`src/rtl/fifo_pkg.sv`:
```
// Shared sizing helpers and default geometry for the programmable-threshold FIFO.
package fifo_pkg;

    localparam int DEF_WIDTH = 16;
    localparam int DEF_DEPTH = 8;

    // Pointer width: enough bits to address entries 0..depth-1.
    function automatic int ptr_w(input int depth);
        return (depth < 2) ? 1 : $clog2(depth);
    endfunction

    // Count/threshold width: enough bits to hold 0..depth inclusive.
    function automatic int cnt_w(input int depth);
        return $clog2(depth + 1);
    endfunction

endpackage

```
`src/rtl/fifo_mem.sv`:
```
// FIFO storage array: synchronous write port, asynchronous read port, no reset.
module fifo_mem
    import fifo_pkg::*;
#(
    parameter int FIFO_WIDTH = DEF_WIDTH,
    parameter int FIFO_DEPTH = DEF_DEPTH,
    localparam int PW = ptr_w(FIFO_DEPTH)
) (
    input  logic                  clk,
    input  logic                  wr_en,
    input  logic [PW-1:0]         wr_addr,
    input  logic [FIFO_WIDTH-1:0] wr_data,
    input  logic [PW-1:0]         rd_addr,
    output logic [FIFO_WIDTH-1:0] rd_data
);

    logic [FIFO_WIDTH-1:0] mem [FIFO_DEPTH];

    always_ff @(posedge clk) begin
        if (wr_en) mem[wr_addr] <= wr_data;
    end

    assign rd_data = mem[rd_addr];

endmodule

```
`src/rtl/sync_fifo_prog.sv`:
```
// Synchronous FIFO with programmable almost-full/almost-empty levels and status pulses.
// Define SYNC_FIFO_FWFT_EN for first-word-fall-through reads; default is registered reads.
module sync_fifo_prog
    import fifo_pkg::*;
#(
    parameter int FIFO_WIDTH = DEF_WIDTH,
    parameter int FIFO_DEPTH = DEF_DEPTH,
    localparam int CW = cnt_w(FIFO_DEPTH)
) (
    input  logic                  clk,
    input  logic                  rst_n,
    input  logic                  wr_en,
    input  logic [FIFO_WIDTH-1:0] data_in,
    input  logic                  rd_en,
    input  logic [CW-1:0]         af_thresh,
    input  logic [CW-1:0]         ae_thresh,
    output logic [FIFO_WIDTH-1:0] data_out,
    output logic                  rd_valid,
    output logic                  wr_ack,
    output logic                  overflow,
    output logic                  underflow,
    output logic                  full,
    output logic                  empty,
    output logic                  almostfull,
    output logic                  almostempty,
    output logic [CW-1:0]         count
);

    localparam int PW = ptr_w(FIFO_DEPTH);
    localparam logic [PW-1:0] LAST_PTR  = PW'(FIFO_DEPTH - 1);
    localparam logic [CW-1:0] DEPTH_CNT = CW'(FIFO_DEPTH);

    logic [PW-1:0]         wr_ptr;
    logic [PW-1:0]         rd_ptr;
    logic                  wr_acc;
    logic                  rd_acc;
    logic [FIFO_WIDTH-1:0] rd_data;

    // Explicit wrap so non-power-of-two depths never walk off the array.
    function automatic logic [PW-1:0] next_ptr(input logic [PW-1:0] p);
        return (p == LAST_PTR) ? '0 : p + PW'(1);
    endfunction

    assign full        = (count == DEPTH_CNT);
    assign empty       = (count == '0);
    assign almostfull  = (count >= af_thresh) && !full;
    assign almostempty = (count <= ae_thresh) && !empty;
    assign wr_acc      = wr_en && !full;
    assign rd_acc      = rd_en && !empty;

    fifo_mem #(
        .FIFO_WIDTH(FIFO_WIDTH),
        .FIFO_DEPTH(FIFO_DEPTH)
    ) u_mem (
        .clk    (clk),
        .wr_en  (wr_acc),
        .wr_addr(wr_ptr),
        .wr_data(data_in),
        .rd_addr(rd_ptr),
        .rd_data(rd_data)
    );

    always_ff @(posedge clk or negedge rst_n) begin
        if (!rst_n) begin
            wr_ptr    <= '0;
            rd_ptr    <= '0;
            count     <= '0;
            wr_ack    <= 1'b0;
            overflow  <= 1'b0;
            underflow <= 1'b0;
        end else begin
            if (wr_acc) wr_ptr <= next_ptr(wr_ptr);
            if (rd_acc) rd_ptr <= next_ptr(rd_ptr);
            case ({wr_acc, rd_acc})
                2'b10:   count <= count + CW'(1);
                2'b01:   count <= count - CW'(1);
                default: count <= count;
            endcase
            wr_ack    <= wr_acc;
            overflow  <= wr_en && full;
            underflow <= rd_en && empty;
        end
    end

`ifdef SYNC_FIFO_FWFT_EN
    // Head word is shown directly; gated to zero while nothing valid is stored.
    assign data_out = empty ? '0 : rd_data;
    assign rd_valid = !empty;
`else
    logic [FIFO_WIDTH-1:0] data_q;
    logic                  valid_q;

    always_ff @(posedge clk or negedge rst_n) begin
        if (!rst_n) begin
            data_q  <= '0;
            valid_q <= 1'b0;
        end else begin
            valid_q <= rd_acc;
            if (rd_acc) data_q <= rd_data;
        end
    end

    assign data_out = data_q;
    assign rd_valid = valid_q;
`endif

    a_wr_acc:  assert property (@(posedge clk) disable iff (!rst_n) wr_acc |-> !full);
    a_rd_acc:  assert property (@(posedge clk) disable iff (!rst_n) rd_acc |-> !empty);
    a_ack_on:  assert property (@(posedge clk) disable iff (!rst_n) wr_acc |=> wr_ack);
    a_ack_off: assert property (@(posedge clk) disable iff (!rst_n) !wr_acc |=> !wr_ack);
    a_ovf_on:  assert property (@(posedge clk) disable iff (!rst_n) (wr_en && full) |=> overflow);
    a_ovf_off: assert property (@(posedge clk) disable iff (!rst_n) !(wr_en && full) |=> !overflow);
    a_udf_on:  assert property (@(posedge clk) disable iff (!rst_n) (rd_en && empty) |=> underflow);
    a_udf_off: assert property (@(posedge clk) disable iff (!rst_n) !(rd_en && empty) |=> !underflow);
    a_cnt_inc: assert property (@(posedge clk) disable iff (!rst_n)
                   (wr_acc && !rd_acc) |=> count == $past(count) + CW'(1));
    a_cnt_dec: assert property (@(posedge clk) disable iff (!rst_n)
                   (!wr_acc && rd_acc) |=> count == $past(count) - CW'(1));
    a_cnt_hld: assert property (@(posedge clk) disable iff (!rst_n)
                   (wr_acc == rd_acc) |=> count == $past(count));
    a_cnt_max: assert property (@(posedge clk) disable iff (!rst_n) count <= DEPTH_CNT);
    a_wr_wrap: assert property (@(posedge clk) disable iff (!rst_n)
                   wr_acc |=> wr_ptr == next_ptr($past(wr_ptr)));
    a_rd_wrap: assert property (@(posedge clk) disable iff (!rst_n)
                   rd_acc |=> rd_ptr == next_ptr($past(rd_ptr)));
    a_flags:   assert property (@(posedge clk) disable iff (!rst_n)
                   (full == (count == DEPTH_CNT)) && (empty == (count == '0)));
    a_almost:  assert property (@(posedge clk) disable iff (!rst_n)
                   (almostfull == ((count >= af_thresh) && !full)) &&
                   (almostempty == ((count <= ae_thresh) && !empty)));

endmodule

```
`config.mk`:
```
export PLATFORM = sky130hd
export DESIGN_NAME = sync_fifo_prog
export DESIGN_NICKNAME = d
export VERILOG_FILES = /design/src/rtl/fifo_pkg.sv /design/src/rtl/fifo_mem.sv /design/src/rtl/sync_fifo_prog.sv
export SDC_FILE = /design/constraint.sdc
export NUM_CORES = 1
export LEC_CHECK = 0
export CAP_MARGIN = 0
export CORE_ASPECT_RATIO = 0.9
export CORE_MARGIN = 5
export CORE_UTILIZATION = 26
export CTS_CLUSTER_SIZE = 14
export DETAILED_ROUTE_END_ITERATION = 8
export GPL_TIMING_DRIVEN = 0
export PLACE_DENSITY = 0.43
export SYNTH_ARGS = -nofsm -noshare
export SYNTH_HDL_FRONTEND = slang
export SYNTH_SLANG_ARGS = --single-unit
```
`constraint.sdc`:
```
create_clock -name clk -period 3.9 [get_ports clk]
set_input_delay 0.585 -clock clk [delete_from_list [all_inputs] [get_ports clk]]
set_output_delay 0.585 -clock clk [all_outputs]
set_load 0.05 [all_outputs]
```
# Word level (Yosys, flattened, before mapping)
# Memory sizes are Yosys's and may differ from the RTL's. A register that Yosys moved wholly into a read port is not among the register bits.
# Cells that the tools add are included.
[op_classes] eq_ne=5 muxes=5 add_sub_neg=4 magnitude_cmp=2 reduce_logical=11
[ops] cell="4-bit one-hot mux with 2 select lines" n=1
[ops] cell="3-bit by 1-bit adder with 3-bit output, second input constant" n=2
[ops] cell="3-bit equality test, second input constant" n=2
[ops] cell="1-bit logical AND" n=6
[ops] cell="3-bit two-way mux" n=2
[ops] cell="4-bit by 1-bit adder with 4-bit output, second input constant" n=1
[ops] cell="4-bit equality test, second input constant" n=1
[ops] cell="4-bit >= comparator" n=1
[ops] cell="4-bit <= comparator" n=1
[ops] cell="4-bit zero test" n=1
[ops] cell="4-bit by 1-bit subtractor with 4-bit output, second input constant" n=1
[ops] cell="1-bit zero test" n=3
[ops] cell="2-bit by 1-bit equality test with 1-bit output, second input constant" n=1
[ops] cell="2-bit equality test, second input constant" n=1
[ops] cell="1-bit two-way mux" n=2
[ops] cell="2-bit nonzero test" n=1
[totals] reg_bits=14 n_memories=1 word_cells=35 mem_bits_rw=128 in_bits=28 out_inout_bits=28
[mem_list] name="u_mem.mem" words=8 width=16 read_ports=1 rd_clocked_by_memory_dff=1 write_ports=1 line_no="fifo_mem.sv:17" rtl="logic [FIFO_WIDTH-1:0] mem [FIFO_DEPTH];"

# Longest topological paths before layout
# Gate-level depths: netlist of run 1.
[logic_depth] word_depth=5 depth_mapped=12 mapped_depth_nobuf=10

# Modules after synthesis
# From an unflattened synthesis of run 1, not the netlist that was laid out.
[unflattened] hier_cells=313 area_unflattened_um2=6456.2
[by_module_without_submodules] mod="fifo_mem" area_each_um2=4973.5 cells_each=198 seq_area_each_um2=3843.7 instances=1
[by_module_without_submodules] mod="sync_fifo_prog" area_each_um2=1482.7 cells_each=115 seq_area_each_um2=750.7 instances=1

# Least setup slack after synthesis of run 1
# No wires, ideal clock.
[synth_path] kind="reg-to-reg" start="register count[2]" end="register count[2]" setup_time_ns=0.151 path_slack_ns=0.272 arrival_time_ns=3.477 path_buffers=2 path_stages_with_launch=13 required_time_ns=3.749 synth_period_minus_slack_ns=3.628 path_cell_list="dfrtp_1 > nor4_2 > nand2b_1 > buf_4 > buf_2 > inv_1 > ha_1 > xor2_1 > ha_1 > a21oi_1 > xor2_1 > nor2_1 > xor2_1"
[synth_via] elab_chain_len=5 word_cells_on_any_way=12 cone_classes="add/sub: 2; eq/ne: 3; mux: 1; reduce/logical: 6"
[synth_lines] item="from (decl)" line_no="sync_fifo_prog.sv:26" rtl="output logic [CW-1:0] count"
[synth_lines] item="from (signal assigned)" line_no="sync_fifo_prog.sv:75" rtl="2'b10: count <= count + CW'(1);"
[synth_lines] item="from (signal assigned)" line_no="sync_fifo_prog.sv:76" rtl="2'b01: count <= count - CW'(1);"
[synth_lines] item="from (signal assigned)" line_no="sync_fifo_prog.sv:77" rtl="default: count <= count;"
[synth_lines] item="4-bit zero test *" line_no="sync_fifo_prog.sv:45" rtl="assign empty = (count == '0);"
[synth_lines] item="via empty" line_no="sync_fifo_prog.sv:23" rtl="output logic empty,"
[synth_lines] item="1-bit zero test *" line_no="sync_fifo_prog.sv:49" rtl="assign rd_acc = rd_en && !empty;"
[synth_lines] item="1-bit logical AND *" line_no="sync_fifo_prog.sv:49"
[synth_lines] item="via rd_acc" line_no="sync_fifo_prog.sv:36" rtl="logic rd_acc;"
[synth_lines] item="2-bit by 1-bit equality test with 1-bit output or 2-bit equality test (tied branches)" line_no="sync_fifo_prog.sv:74" rtl="case ({wr_acc, rd_acc})"
[synth_lines] item="4-bit one-hot mux with 2 select lines or 2-bit nonzero test (tied branches)"
# The timed path passes the listed nets; every way through them passes the cells marked *.
# A chain may end at the register's enable or synchronous reset.

# Final worst setup path of run 1
[layout_path] start="input ae_thresh[1]" end="output almostempty"
[layout_via] elab_chain_len=2
[layout_lines] item="from (decl)" line_no="sync_fifo_prog.sv:16" rtl="input logic [CW-1:0] ae_thresh,"
[layout_lines] item="4-bit <= comparator" line_no="sync_fifo_prog.sv:47" rtl="assign almostempty = (count <= ae_thresh) && !empty;"
[layout_lines] item="1-bit logical AND" line_no="sync_fifo_prog.sv:47"
[layout_lines] item="to (decl)" line_no="sync_fifo_prog.sv:25" rtl="output logic almostempty,"
# No other way between the ends.

==> impl_metrics.csv, run 1 <==
group,metric,value,unit
outcome,status,"completed",
synthesis,postSynth.asyncResetShare,19.0,%
synthesis,syn_nets,430,
placement,io_buffers,55,
synthesis,syn_inst,387,
cts,postCtsSetupRepairBufs,0,
cts,ctsHoldBuffers,0,
timing,relSlewSlack,36.3,%
placement,dpl.hpwl,10.5,mm
cts,cts_resized,0,
floorplan,start_util,26.4,%
timing,setup_viol,0,
route,dr.pass1.iters,4,
floorplan,die_area,0.0278,mm2
route,num_vias,3555,
cts,cts_buffers,17,
cts,clockBufferDepth,2,
cts,worstSkewPairLatency,0.42,ns
floorplan,die_h,159,um
timing,rsz0062_at_grt,"false",
power_and_ir_drop,leakage,2.90,nW
cts,cts.sink_count,158,
power_and_ir_drop,power_density,804,mW/mm2
route,routed_wl,15.5,mm
global_routing,grt_pass1_vias,3778,
floorplan,die_w,175,um
worst_setup_path,r2r-end,"count[2]$_DFFE_PN0P_",
worst_setup_path,end_kind,"primary output",
global_routing,antenna_found_initial,0,
route,viasPerCell,4.48,
placement,dp_cells,762,
cts,htreeDepth,4,
finish,layout.nets,516,
finish,area_delta_synth_final,26.1,%
global_routing,gr-usage-all-layers,11.4,%
worst_setup_path,rrSetupSlack,0.85,ns
timing,finalClockSkew,0.00960,ns
finish,fin_cells,794,
timing,drv_slew,0,
synthesis,syn-cell-area,0.00639,mm2
timing,worstMarginPinSlew,0.951,ns
finish,final_util,33.2,%
floorplan,fp-row-count,54,
global_routing,grt_max_degree,31,
floorplan,ioPinCount,56,
synthesis,synth.area.top_cells,"edfxtp_1 60%, dfrtp_1 12%, mux2_2 6.7%, mux2i_1 5.0%, ha_1 2.9%",
timing,timing.fmax,298,MHz
synthesis,synth_edf_count,128,
route,ant_nets,0,
worst_setup_path,arrival,2.77,ns
run,cap_violations,0,
worst_setup_path,startpoint_type,"input pin",
finish,insertedDiodeCount,0,
route,avgRoutedWirePerCell,19.6,um
synthesis,synthMostInstantiatedCell,"edfxtp_1",
route,drtIter0Drc,163,
synthesis,yosysSeqAreaShare,71.8,%
worst_setup_path,reg2regPathDepth,12,
worst_setup_path,required,3.31,ns
worst_hold_path,min_path_type,"in2async",
synthesis,yosysTopAreaCell,"edfxtp_1",
synthesis,synth.distinct_cells,34,
placement,place.gp.congestion,0.735,
global_routing,grt_pass1_wl,23.4,mm
timing,min_period,3.36,ns
timing,period_share,86.0,%
timing,final_hold_viol_count,0,
synthesis,synth_warnings,0,
cts,cts.clk_slew.worst_paths,0.06,ns
worst_setup_path,critPathMaxFanout,2,
finish,layout-drive-gt1-share,21.0,%
synthesis,yosys_most_used_dff,"edfxtp_1",
cts,cts_tree,"yes",
synthesis,netlist_top_cells_count,"128 x edfxtp_1, 38 x mux2_2, 32 x mux2i_1",
global_routing,grt.overflow.total,0,
worst_setup_path,r2r-start,"count[2]$_DFFE_PN0P_",
synthesis,synth_top_area_share,60.1,%
floorplan,core-area,0.0243,mm2
worst_setup_path,path_class,"in2out",
cts,clockRootBuffer,"clkbuf_16",
power_and_ir_drop,peakVddDrop,0.350,mV
synthesis,synth-seq-cells,158,
route,drc_errors,0,
synthesis,avgSynthCellArea,16.5,um2
[stage by stage]
step / total power [W] / hold WS, ns / cell area, um2 / setup TNS [ns] / setup slack, ns
global placement: 0.00487 / 0.470 / 7330 / -52.00 / -1.46
floorplan: 0.00403 / 0.289 / 6390 / 0 / 0.272
finish: 0.00648 / 0.256 / 8060 / 0 / 0.544
detailed placement: 0.00497 / 0.479 / 7490 / 0 / 0.524
CTS: 0.00660 / 0.283 / 8060 / 0 / 0.526
global route: 0.00684 / 0.328 / 8060 / 0 / 0.461
[kinds of logic (layout without fill, tap and decap cells)]
logic type | count (synthesis) | in the layout | share of synthesized area (%)
flip-flops | 158 | 158 | 71.8
multiplexers | 70 | 70 | 11.7
AO/OA/AOI/OAI | 60 | 60 | 6.46
AND/OR/NAND/NOR | 50 | 50 | 3.74
buffers and inverters | 29 | 128 | 2.64
adder cells (fa/ha/maj) | 15 | 15 | 2.93
XOR/XNOR | 5 | 5 | 0.685
[worst max-delay path: stages]
cell             delay (ns)
clkdlybuf4s50_1        0.45
inv_1                  0.04
ha_1                   0.29
nor2b_1                0.13
o21ai_0                0.13
a21oi_1                0.09
a211oi_1               0.21
clkdlybuf4s50_1        0.85
[placed cells by master (no fill, tap or decap), types with 4 or more instances in the layout]
| cell | Yosys | layout |
|---|---|---|
| a21oi_1 | 4 | 4 |
| a221o_1 | 16 | 16 |
| buf_2 | 5 | 6 |
| buf_4 | 3 | 6 |
| buf_6 | 1 | 8 |
| buf_8 | 3 | 5 |
| clkbuf_1 | 4 | 6 |
| clkbuf_16 | 0 | 17 |
| clkdlybuf4s50_1 | 0 | 54 |
| clkinv_4 | 0 | 5 |
| dfrtp_1 | 30 | 30 |
| edfxtp_1 | 128 | 128 |
| ha_1 | 15 | 15 |
| inv_1 | 12 | 12 |
| mux2_2 | 38 | 38 |
| mux2i_1 | 32 | 32 |
| nand2_1 | 22 | 22 |
| nand2b_1 | 4 | 4 |
| nor2_1 | 7 | 4 |
| nor2b_1 | 5 | 5 |
| nor3_2 | 0 | 4 |
| o21ai_1 | 16 | 16 |
| o22ai_1 | 16 | 16 |
| xor2_1 | 4 | 4 |
[metal layers]
layer  share of wire [%]  global-route usage (%)  vias up
met5                   0                       0        -
met4                 1.5                    3.75        0
met2                  47                    18.3       87
met1                  47                    15.3     1784
li1                    -                       -     1668
met3                 4.4                    2.83       16
[where the power goes]
| part | internal, W | leakage [nW] | total (W) | switching (W) |
|---|---|---|---|---|
| registers | 0.00219 | 1.52 | 0.00239 | 0.000205 |
| clock network | 0.000945 | 0.283 | 0.00161 | 0.000661 |
| logic | 0.000983 | 1.10 | 0.00249 | 0.00150 |
[registers in the layout, summed over array words and instances, names as in the netlist]
register	count
wr_ack	1
wr_ptr	3
u_mem.mem	128
underflow	1
rd_ptr	3
rd_valid	1
data_out	16
overflow	1
count	4
[cell type report]
| class | instances | area, um2 |
|---|---|---|
| fill | 2332 | 16200 |
| timing repair buffer | 67 | 677 |
| tap | 308 | 385 |
| buffer | 17 | 124 |
| clock buffer | 19 | 433 |
| inverter | 12 | 45.0 |
| clock inverter | 13 | 140 |
| sequential | 158 | 4590 |
| multi-input combinational | 200 | 1670 |
[worst max path at each step]
stage / startpoint / end / cells past startpoint
after detailed placement: ae_thresh[1] / almostempty / 8
after global routing: ae_thresh[1] / almostempty / 8
final: ae_thresh[1] / almostempty / 8
after floorplan: count[2]$_DFFE_PN0P_ / count[2]$_DFFE_PN0P_ / 12
after CTS: ae_thresh[1] / almostempty / 8
after global placement: wr_en / u_mem.mem[0][12]$_DFFE_PP_ / 3
(Power assumes the default switching activity.)
==> run 2, diff against run 1 <==
--- a/config.mk
+++ b/config.mk
@@ -13,6 +13,7 @@
 export DETAILED_ROUTE_END_ITERATION = 8
 export GPL_TIMING_DRIVEN = 0
 export PLACE_DENSITY = 0.43
+export REMOVE_ABC_BUFFERS = 1
 export SYNTH_ARGS = -nofsm -noshare
 export SYNTH_HDL_FRONTEND = slang
 export SYNTH_SLANG_ARGS = --single-unit
==> run 2 against run 1 <==
Effect of this change: non-clock buffer count shrank 14; cell count decreased by 1.9%; clock skew decreased by 0.0051 ns; critical path depth did not move; clock-buffer cell count grew 2; highest routed layer unchanged.
==> impl_metrics.csv, run 2 (synthesis results as in run 1) <==
group,metric,value,unit
outcome,status,"completed",
cts,ctsHoldBuffers,0,
worst_hold_path,min_path_type,"in2async",
global_routing,grt_max_degree,62,
route,drc_errors,0,
timing,period_share,85.8,%
cts,cts_buffers,17,
finish,layout_commonest_cell,"edfxtp_1",
worst_setup_path,arrival,2.76,ns
cts,htreeDepth,4,
timing,setup_viol,0,
power_and_ir_drop,leakage,2.85,nW
worst_setup_path,end_kind,"primary output",
placement,dpl.hpwl,9.15,mm
worst_setup_path,slowest_stage,"clkdlybuf4s50_1",
cts,clockRootBuffer,"clkbuf_16",
route,viasPerCell,4.35,
floorplan,die_area,0.0278,mm2
finish,largest_reg_flops,128,
global_routing,grt_pass1_vias,3560,
worst_setup_path,critPathBufInv,3,
run,cap_violations,0,
finish,regMostFlops,"u_mem.mem",
floorplan,start_util,26.4,%
finish,insertedDiodeCount,0,
floorplan,core-area,0.0243,mm2
worst_setup_path,startpoint_type,"input pin",
route,avgRoutedWirePerCell,17.8,um
power_and_ir_drop,peakVddDrop,0.253,mV
finish,layout.nets,502,
cts,cts_resized,0,
floorplan,die_w,175,um
floorplan,ioPinCount,56,
worst_setup_path,crit_family,"buffers and inverters",
worst_setup_path,crit_top_cell,"clkdlybuf4s50_1",
placement,io_buffers,55,
cts,clockBufferDepth,2,
timing,rsz0062_at_grt,"false",
timing,drv_slew,0,
finish,final_cell_mix,"128 x edfxtp_1, 54 x clkdlybuf4s50_1, 38 x mux2_2",
route,routed_wl,13.9,mm
worst_setup_path,critPathMaxFanout,2,
placement,place_area,0.00747,mm2
worst_setup_path,crit_chain,"clkdlybuf4s50_1, inv_1, ha_1, nor2b_1, o21ai_0, a21oi_1, a211oi_1, clkdlybuf4s50_1",
finish,area_delta_synth_final,25.5,%
global_routing,grt.overflow.total,0,
timing,finalClockSkew,0.00450,ns
finish,layout-drive-gt1-share,20.0,%
timing,final_hold_viol_count,0,
worst_setup_path,rrSetupSlack,0.66,ns
global_routing,antenna_found_initial,0,
cts,cts.clk_slew.worst_paths,0.06,ns
cts,worstSkewPairLatency,0.41,ns
worst_setup_path,slowest_delay,0.84,ns
cts,cts_tree,"yes",
floorplan,die_h,159,um
timing,min_period,3.35,ns
timing,worstMarginPinSlew,0.862,ns
route,ant_nets,0,
cts,postCtsSetupRepairBufs,0,
cts,cts.sink_count,158,
worst_setup_path,required,3.31,ns
route,num_vias,3385,
global_routing,grt_pass1_wl,21.3,mm
global_routing,gr-usage-all-layers,10.2,%
floorplan,fp-row-count,54,
power_and_ir_drop,power_density,791,mW/mm2
power_and_ir_drop,p_total,0.00635,W
route,drtIter0Drc,117,
placement,place.gp.congestion,0.712,
timing,relSlewSlack,42.2,%
finish,final_cell_area,0.00803,mm2
route,dr.pass1.iters,4,
timing,timing.fmax,299,MHz
worst_setup_path,path_class,"in2out",
-- run 2: cell count changes in the layout (fill, tap and decap cells not counted), moves of 3 or more --
cell        change
buf_2           -5
buf_6           -3
buf_16          +3
clkinvlp_4      +3
buf_4           -3
-- run 2: worst reg2reg max path, stage by stage, from the launching register on --
cell and delay, ns:
dfrtp_1 0.49, nor4_2 0.46, nand2b_2 0.77, inv_1 0.20
ha_1 0.32, xor2_1 0.18, ha_1 0.19, a21oi_1 0.15
xor2_1 0.16, nor2_1 0.06, xor2_1 0.14
-- run 2: stage by stage --
stage          worst slack, ns  instances  utilization (%)  TNS (ns)  hold WS (ns)
2_1_floorplan           -0.174        370                -    -0.183         0.289
3_3_place_gp             -1.57        733             29.7    -48.85         0.473
3_5_place_dp             0.529        748             30.8         0         0.479
4_1_cts                  0.527        779             33.1         0         0.316
5_1_grt                  0.345        779             33.1         0         0.337
6_report                 0.554        779             33.1         0         0.275
-- run 2: worst paths after layout --
check | to | depth (start not counted) | from
setup / recovery | almostempty | 8 | ae_thresh[1]
hold / removal | data_out[13]$_DFFE_PN0P_ | 1 | rst_n
setup reg to reg | count[2]$_DFFE_PN0P_ | 10 | count[2]$_DFFE_PN0P_
hold reg to reg | data_out[0]$_DFFE_PN0P_ | 2 | data_out[0]$_DFFE_PN0P_
max in group asynchronous | rd_ptr[0]$_DFFE_PN0P_ | 1 | rst_n
min in group clk | data_out[0]$_DFFE_PN0P_ | 2 | data_out[0]$_DFFE_PN0P_
-- run 2: area by class of cell --
cell class / instances / area (um2)
Clock buffer: 21 / 440
Clock inverter: 10 / 119
Fill cell: 2294 / 16200
Inverter: 12 / 45.0
Multi-Input combinational cell: 200 / 1670
Sequential cell: 158 / 4600
Tap cell: 308 / 385
Timing Repair Buffer: 70 / 767
-- run 2: routing by layer --
| layer | up-vias | part of all wire [%] | track usage [%] |
|---|---|---|---|
| met5 | - | 0 | 0 |
| met4 | 0 | 0.87 | 3.21 |
| met3 | 9 | 2.5 | 2.57 |
| met2 | 42 | 51 | 17.5 |
| met1 | 1686 | 45 | 12.6 |
| li1 | 1648 | - | - |
-- run 2: report_power, final --
group / internal, W / leakage, nW / total (W) / switching, W
Combinational: 0.000981 / 1.07 / 0.00238 / 0.00140
Clock: 0.000938 / 0.263 / 0.00157 / 0.000630
Sequential: 0.00219 / 1.52 / 0.00240 / 0.000215
==> run 3, diff against run 2 <==
--- a/config.mk
+++ b/config.mk
@@ -9,7 +9,7 @@
 export CORE_ASPECT_RATIO = 0.9
 export CORE_MARGIN = 5
 export CORE_UTILIZATION = 26
-export CTS_CLUSTER_SIZE = 14
+export CTS_CLUSTER_SIZE = 28
 export DETAILED_ROUTE_END_ITERATION = 8
 export GPL_TIMING_DRIVEN = 0
 export PLACE_DENSITY = 0.43
==> results of run 3 <==
No change in the layout: final DEF, timing and power equal those of run 2.
